## config.mk

```make
export PLATFORM = sky130hd
export DESIGN_NAME = fetch_unit
export DESIGN_NICKNAME = d
export VERILOG_FILES = /design/src/rtl/fetch_unit.sv
export SDC_FILE = /design/constraint.sdc
export NUM_CORES = 1
export LEC_CHECK = 0
export BUFFER_PORTS_ARGS = -buffer_cell sky130_fd_sc_hd__buf_4
export CORE_MARGIN = 1.5
export CORE_UTILIZATION = 30
export CTS_CLUSTER_DIAMETER = 150
export DETAILED_ROUTE_END_ITERATION = 16
export PLACE_DENSITY_LB_ADDON = 0.15
export SYNTH_ARGS = -nofsm -noshare
export SYNTH_HDL_FRONTEND = slang
export SYNTH_SLANG_ARGS = --single-unit
```

## constraint.sdc

```tcl
create_clock -name clk -period 10.6 [get_ports clk]
set_input_delay 0 -clock clk [delete_from_list [all_inputs] [get_ports clk]]
set_output_delay 0 -clock clk [all_outputs]
set_load 0.05 [all_outputs]
```

## src/rtl/fetch_unit.sv

```systemverilog
// Instruction fetch / prefetch stage.
// Issues word fetches over a req/ack handshake and buffers returned words with
// their PCs in a small FIFO. It presents the head entry to decode. Redirects
// flush the FIFO and squash any fetch still in flight.
module fetch_unit #(
  parameter logic [31:0] RESET_PC = 32'h0000_3000,
  parameter int          DEPTH    = 4
) (
  input  logic        clk,
  input  logic        rst,
  output logic        imem_req,
  output logic [31:0] imem_addr,
  input  logic        imem_ack,
  input  logic [31:0] imem_rdata,
  input  logic        redirect,
  input  logic [31:0] redirect_pc,
  input  logic        hold,
  output logic [31:0] instr,
  output logic [5:0]  op,
  output logic [31:0] pc_out,
  output logic        instr_valid,
  output logic        stall
);

  localparam int AW = $clog2(DEPTH);
  localparam logic [AW:0] DEPTH_C = (AW+1)'(DEPTH);

  typedef enum logic [0:0] {
    ST_FETCH  = 1'b0,
    ST_SQUASH = 1'b1
  } state_t;

  state_t          state_reg, state_next;
  logic [31:0]     fetch_pc_reg, fetch_pc_next;
  logic            req_reg, req_next;
  logic [31:0]     addr_reg, addr_next;
  logic [AW-1:0]   rd_ptr_reg, rd_ptr_next;
  logic [AW-1:0]   wr_ptr_reg, wr_ptr_next;
  logic [AW:0]     count_reg, count_next;
  logic [AW:0]     count_after;

  logic [31:0]     word_mem [DEPTH];
  logic [31:0]     pc_mem   [DEPTH];

  logic            push;
  logic            pop;
  logic [31:0]     target_pc;

  // Redirect targets are forced to a word boundary; the low bits are ignored.
  assign target_pc = {redirect_pc[31:2], 2'b00};
  logic unused_redirect_lsbs;
  assign unused_redirect_lsbs = ^redirect_pc[1:0];

  // FIFO occupancy events: a redirect suppresses both push and pop because
  // everything buffered (and the word arriving now) is wrong-path.
  always_comb begin
    pop         = (count_reg != '0) && !hold && !redirect;
    push        = (state_reg == ST_FETCH) && req_reg && imem_ack && !redirect;
    count_after = count_reg + (AW+1)'(push) - (AW+1)'(pop);
  end

  // Fetch controller: request issue, back-to-back continuation, redirect and squash.
  always_comb begin
    state_next    = state_reg;
    fetch_pc_next = fetch_pc_reg;
    req_next      = req_reg;
    addr_next     = addr_reg;
    rd_ptr_next   = rd_ptr_reg + AW'(pop);
    wr_ptr_next   = wr_ptr_reg + AW'(push);
    count_next    = count_after;

    if (redirect) begin
      rd_ptr_next = '0;
      wr_ptr_next = '0;
      count_next  = '0;
    end

    case (state_reg)
      ST_FETCH: begin
        if (redirect) begin
          fetch_pc_next = target_pc;
          if (req_reg && !imem_ack) begin
            // Request must stay stable until its ack; remember to drop it.
            state_next = ST_SQUASH;
          end else if (req_reg) begin
            // Word arrives with the redirect: discard it and go idle.
            req_next = 1'b0;
          end else begin
            // Nothing in flight and the FIFO is being emptied: fetch the target now.
            req_next  = 1'b1;
            addr_next = target_pc;
          end
        end else if (req_reg) begin
          if (imem_ack) begin
            fetch_pc_next = addr_reg + 32'd4;
            if (count_after < DEPTH_C) begin
              // Room remains for another word: keep the request up, next address.
              addr_next = addr_reg + 32'd4;
            end else begin
              req_next = 1'b0;
            end
          end
        end else if (count_reg < DEPTH_C) begin
          req_next  = 1'b1;
          addr_next = fetch_pc_reg;
        end
      end

      ST_SQUASH: begin
        if (redirect) begin
          fetch_pc_next = target_pc;
        end
        if (imem_ack) begin
          // Stale word returns: drop it and resume normal issue from fetch_pc.
          req_next   = 1'b0;
          state_next = ST_FETCH;
        end
      end

      default: begin
        state_next = ST_FETCH;
      end
    endcase
  end

  // Control state with asynchronous reset.
  always_ff @(posedge clk or posedge rst) begin
    if (rst) begin
      state_reg    <= ST_FETCH;
      fetch_pc_reg <= RESET_PC;
      req_reg      <= 1'b0;
      addr_reg     <= 32'h0;
      rd_ptr_reg   <= '0;
      wr_ptr_reg   <= '0;
      count_reg    <= '0;
    end else begin
      state_reg    <= state_next;
      fetch_pc_reg <= fetch_pc_next;
      req_reg      <= req_next;
      addr_reg     <= addr_next;
      rd_ptr_reg   <= rd_ptr_next;
      wr_ptr_reg   <= wr_ptr_next;
      count_reg    <= count_next;
    end
  end

  // FIFO storage; contents need no reset since outputs are gated by occupancy.
  always_ff @(posedge clk) begin
    if (push) begin
      word_mem[wr_ptr_reg] <= imem_rdata;
      pc_mem[wr_ptr_reg]   <= addr_reg;
    end
  end

  // Head presentation; zeroed when empty so decode never sees stale data.
  always_comb begin
    instr_valid = (count_reg != '0);
    instr       = instr_valid ? word_mem[rd_ptr_reg] : 32'h0;
    pc_out      = instr_valid ? pc_mem[rd_ptr_reg]   : 32'h0;
    op          = instr[31:26];
    stall       = !instr_valid;
  end

  assign imem_req  = req_reg;
  assign imem_addr = addr_reg;

endmodule

```

==> flow_summary.toml <==
[synthesis]
synth_top_area_share_pct = 54.70
async_flop_share_pct = 22.19
syn_nets = 991
synthCells = 916
synthTopCellsByCount = "edfxtp_1 (256), dfrtp_1 (71), and2_1 (69)"
ys_seq_area_share_pct = 67.72
yosys.area.top_type = "edfxtp_1"
syn_avg_cell_area_um2 = 15.34
synth_most_common_cell = "edfxtp_1"
yosys-top-cells-area = "edfxtp_1 (55%), dfrtp_1 (13%), mux4_2 (10%)"
synth_edf_count = 256
netlist-cell-type-count = 64
yosysWarnings = 0
synthFlopType = "edfxtp_1"
synth-seq-cells = 329
synth_area_um2 = 14050

[clock_tree]
cts_buffers = 39
clk_path_buf_depth = 3
cts_max_level = 2
clock-sinks = 329
root_buffer = "clkbuf_16"
clk_pin_slew_ps = 60
cts_setup_buffers = 0
cts_tree = "built"
cts-resized-gates = 0
hold_buffers = 66
clk_latency_ps = 550

[global_route]
grt_pass1_wl_um = 56040
antenna_found_initial = 0
grt_pass1_vias = 8928
grt_overflow = 0
grt_usage_pct = 15.66
grt_max_degree = 67

[critical_path]
critPathKind = "reg2reg"
cp-endpoint = "imem_addr[22]$_DFFE_PP0P_"
cp-start-kind = "flip-flop"
cp.arrival_ps = 4840
cp.buffers_inverters = 3
rr_startpoint = "imem_req$_DFFE_PP0P_"
path_depth = 13
r2r-end = "imem_addr[22]$_DFFE_PP0P_"
critPathMaxStageDelay_ps = 780
critPathTopFamily = "compound AO/OA/AOI/OAI gates"
crit_path_max_fanout = 30
cp-end-kind = "flip-flop"
path_cells = "clkinv_1 > nor2_2 > nand2_2 > ha_1 > inv_1 > ha_1 > inv_1 > fa_1 > xnor2_1 > a32o_1 > a31oi_4 > o21ai_0 > o311ai_0"
crit_start = "imem_req$_DFFE_PP0P_"
cp_slowest_cell = "a31oi_4"
rrSetupSlack_ps = 6180
reg2reg_depth = 13
crit_required_ps = 11010

[floorplanning]
die_area_um2 = 48150
core_area_um2 = 46360
row_count = 79
num_io_pins = 174
die_width_um = 219.4
fp.dieH_um = 219.4
initial_core_util_pct = 30.31

[detailed_routing]
firstDrtPassIters = 5
drt_iter0_markers = 574
vias_per_cell = 4.897
drt_wl_total_um = 37180
vias = 8746
ant_nets = 0
drc_errors = 0
wire_per_inst_um = 20.82

[pwr]
seq_power_share_pct = 38.2
clockPowerShare_pct = 26.6
power.density_nw_per_um2 = 270.8
p_leak_nw = 6.391
combPwrFrac_pct = 35.2
peakVddDrop_v = 0.0001395
p_switching_mw = 1.924
p_int_mw = 2.921
p_sw_share_pct = 39.71

[flow_run]
cap_violations = 0

[timing]
rsz0062_at_grt = "no"
timing.final.crit_share_pct = 41.74
skew_ps = 19.73
fmax_ghz = 0.2260
slew_viol_final = 0
final_hold_viol_count = 0
worst_pin_slew_ps = 1031
setup_tns_ps = 0
setup_viol = 0
period_minus_slack_ps = 4424
max_slew_margin_pct = 31.08
holdWs_ps = 104.8

[cells_and_area]
diodes = 0
drive_above_1_share_pct = 27.74
multi_input_area_um2 = 4290
layout-area-overhead-vs-synth_pct = 27.31
nFillCells = 4333
largestRegisters = "pc_mem x128, word_mem x128"
finalNetCount = 1226
seqCellArea_um2 = 9524

[place]
place.detailed.hpwl_um = 21870
place.gp.congestion = 0.7638
portBuffers = 171

[hold_path]
min_path_type = "in2async"

[status]
status = "finished clean"
[worst register-to-register path, cell delays in order, from the launching register on]
cell and delay, ps:
dfrtp_1 350, clkinv_1 320, nor2_2 490, nand2_2 390, ha_1 410, inv_1 60, ha_1 130, inv_1 50
fa_1 450, xnor2_1 200, a32o_1 320, a31oi_4 780, o21ai_0 210, o311ai_0 140
[cell type report]
class | instances | area share, %
tap | 607 | 4.245
multi-input combinational | 518 | 23.98
clock buffer | 52 | 6.077
sequential | 329 | 53.23
inverter | 11 | 0.2308
clock inverter | 17 | 0.7343
timing repair buffer | 252 | 11.50
[cells by family after synthesis]
family	Yosys count	synth area share (%)
buffers and inverters	69	2.146
DFF	329	67.72
AOI/OAI and AO/OA	153	6.829
muxes	79	11.33
adders and majority gates	6	0.5876
and+or+nand+nor	250	9.420
xor gates and xnor gates	30	1.968
[worst min path at each step]
| stage | startpoint | endpoint | slack (ps) | cells after the start |
|---|---|---|---|---|
| after floorplan | imem_ack | state_reg$_DFF_PP0_ | 70 | 1 |
| after global routing | rst | fetch_pc_reg[3]$_DFFE_PP0P_ | 150 | 3 |
| final | rst | fetch_pc_reg[3]$_DFFE_PP0P_ | 100 | 3 |
| after detailed placement | rst | fetch_pc_reg[3]$_DFFE_PP0P_ | 160 | 2 |
| after CTS | rst | fetch_pc_reg[3]$_DFFE_PP0P_ | 110 | 3 |
| after global placement | rst | fetch_pc_reg[3]$_DFFE_PP0P_ | 160 | 2 |
[power by group through the flow]
stage / logic, mW / clock network (mW) / registers (mW)
final: 1.71 / 1.29 / 1.85
after global routing: 1.83 / 1.38 / 1.88
after CTS: 1.73 / 1.34 / 1.86
after detailed placement: 1.71 / 0 / 1.88
after global placement: 1.71 / 0 / 1.88
after floorplan: 1.04 / 0 / 1.95
[layout by cell type, fill, tap and decap left out, types with 9 or more instances in the layout]
cell type / count
edfxtp_1: 256
buf_4: 186
and2_1: 69
dfrtp_1: 69
dlygate4sd3_1: 66
mux4_2: 64
nand2_1: 53
o21ai_0: 50
nor2_1: 45
clkbuf_16: 41
a21oi_1: 34
nand3_1: 25
xor2_1: 17
a22oi_1: 17
mux2i_1: 14
xnor2_1: 12
a22o_1: 9
nand4_1: 9
clkinv_1: 9
o211ai_1: 9
clkbuf_1: 9
[per-stage QoR]
| stage | cell area, um^2 | power (mW) | setup WS [ps] | cells | util (%) |
|---|---|---|---|---|---|
| after floorplan | 14050 | 2.993 | 3671 | 916 | - |
| after global placement | 16010 | 3.585 | 6093 | 1651 | 34.54 |
| after detailed placement | 16010 | 3.593 | 6099 | 1651 | 34.54 |
| after CTS | 17890 | 4.928 | 6097 | 1786 | 38.59 |
| after global routing | 17890 | 5.094 | 5801 | 1786 | 38.59 |
| final | 17890 | 4.845 | 6176 | 1786 | 38.59 |
[routing by layer]
metal  GRT usage [%]  share of wire, %  up-vias
met2           24.90                47      209
li1                -                 -     4004
met3           3.340               4.7       39
met1           21.81                47     4494
met4           3.744               1.3        0
met5               0                 0        -
Power figures use the tool's default switching activity.
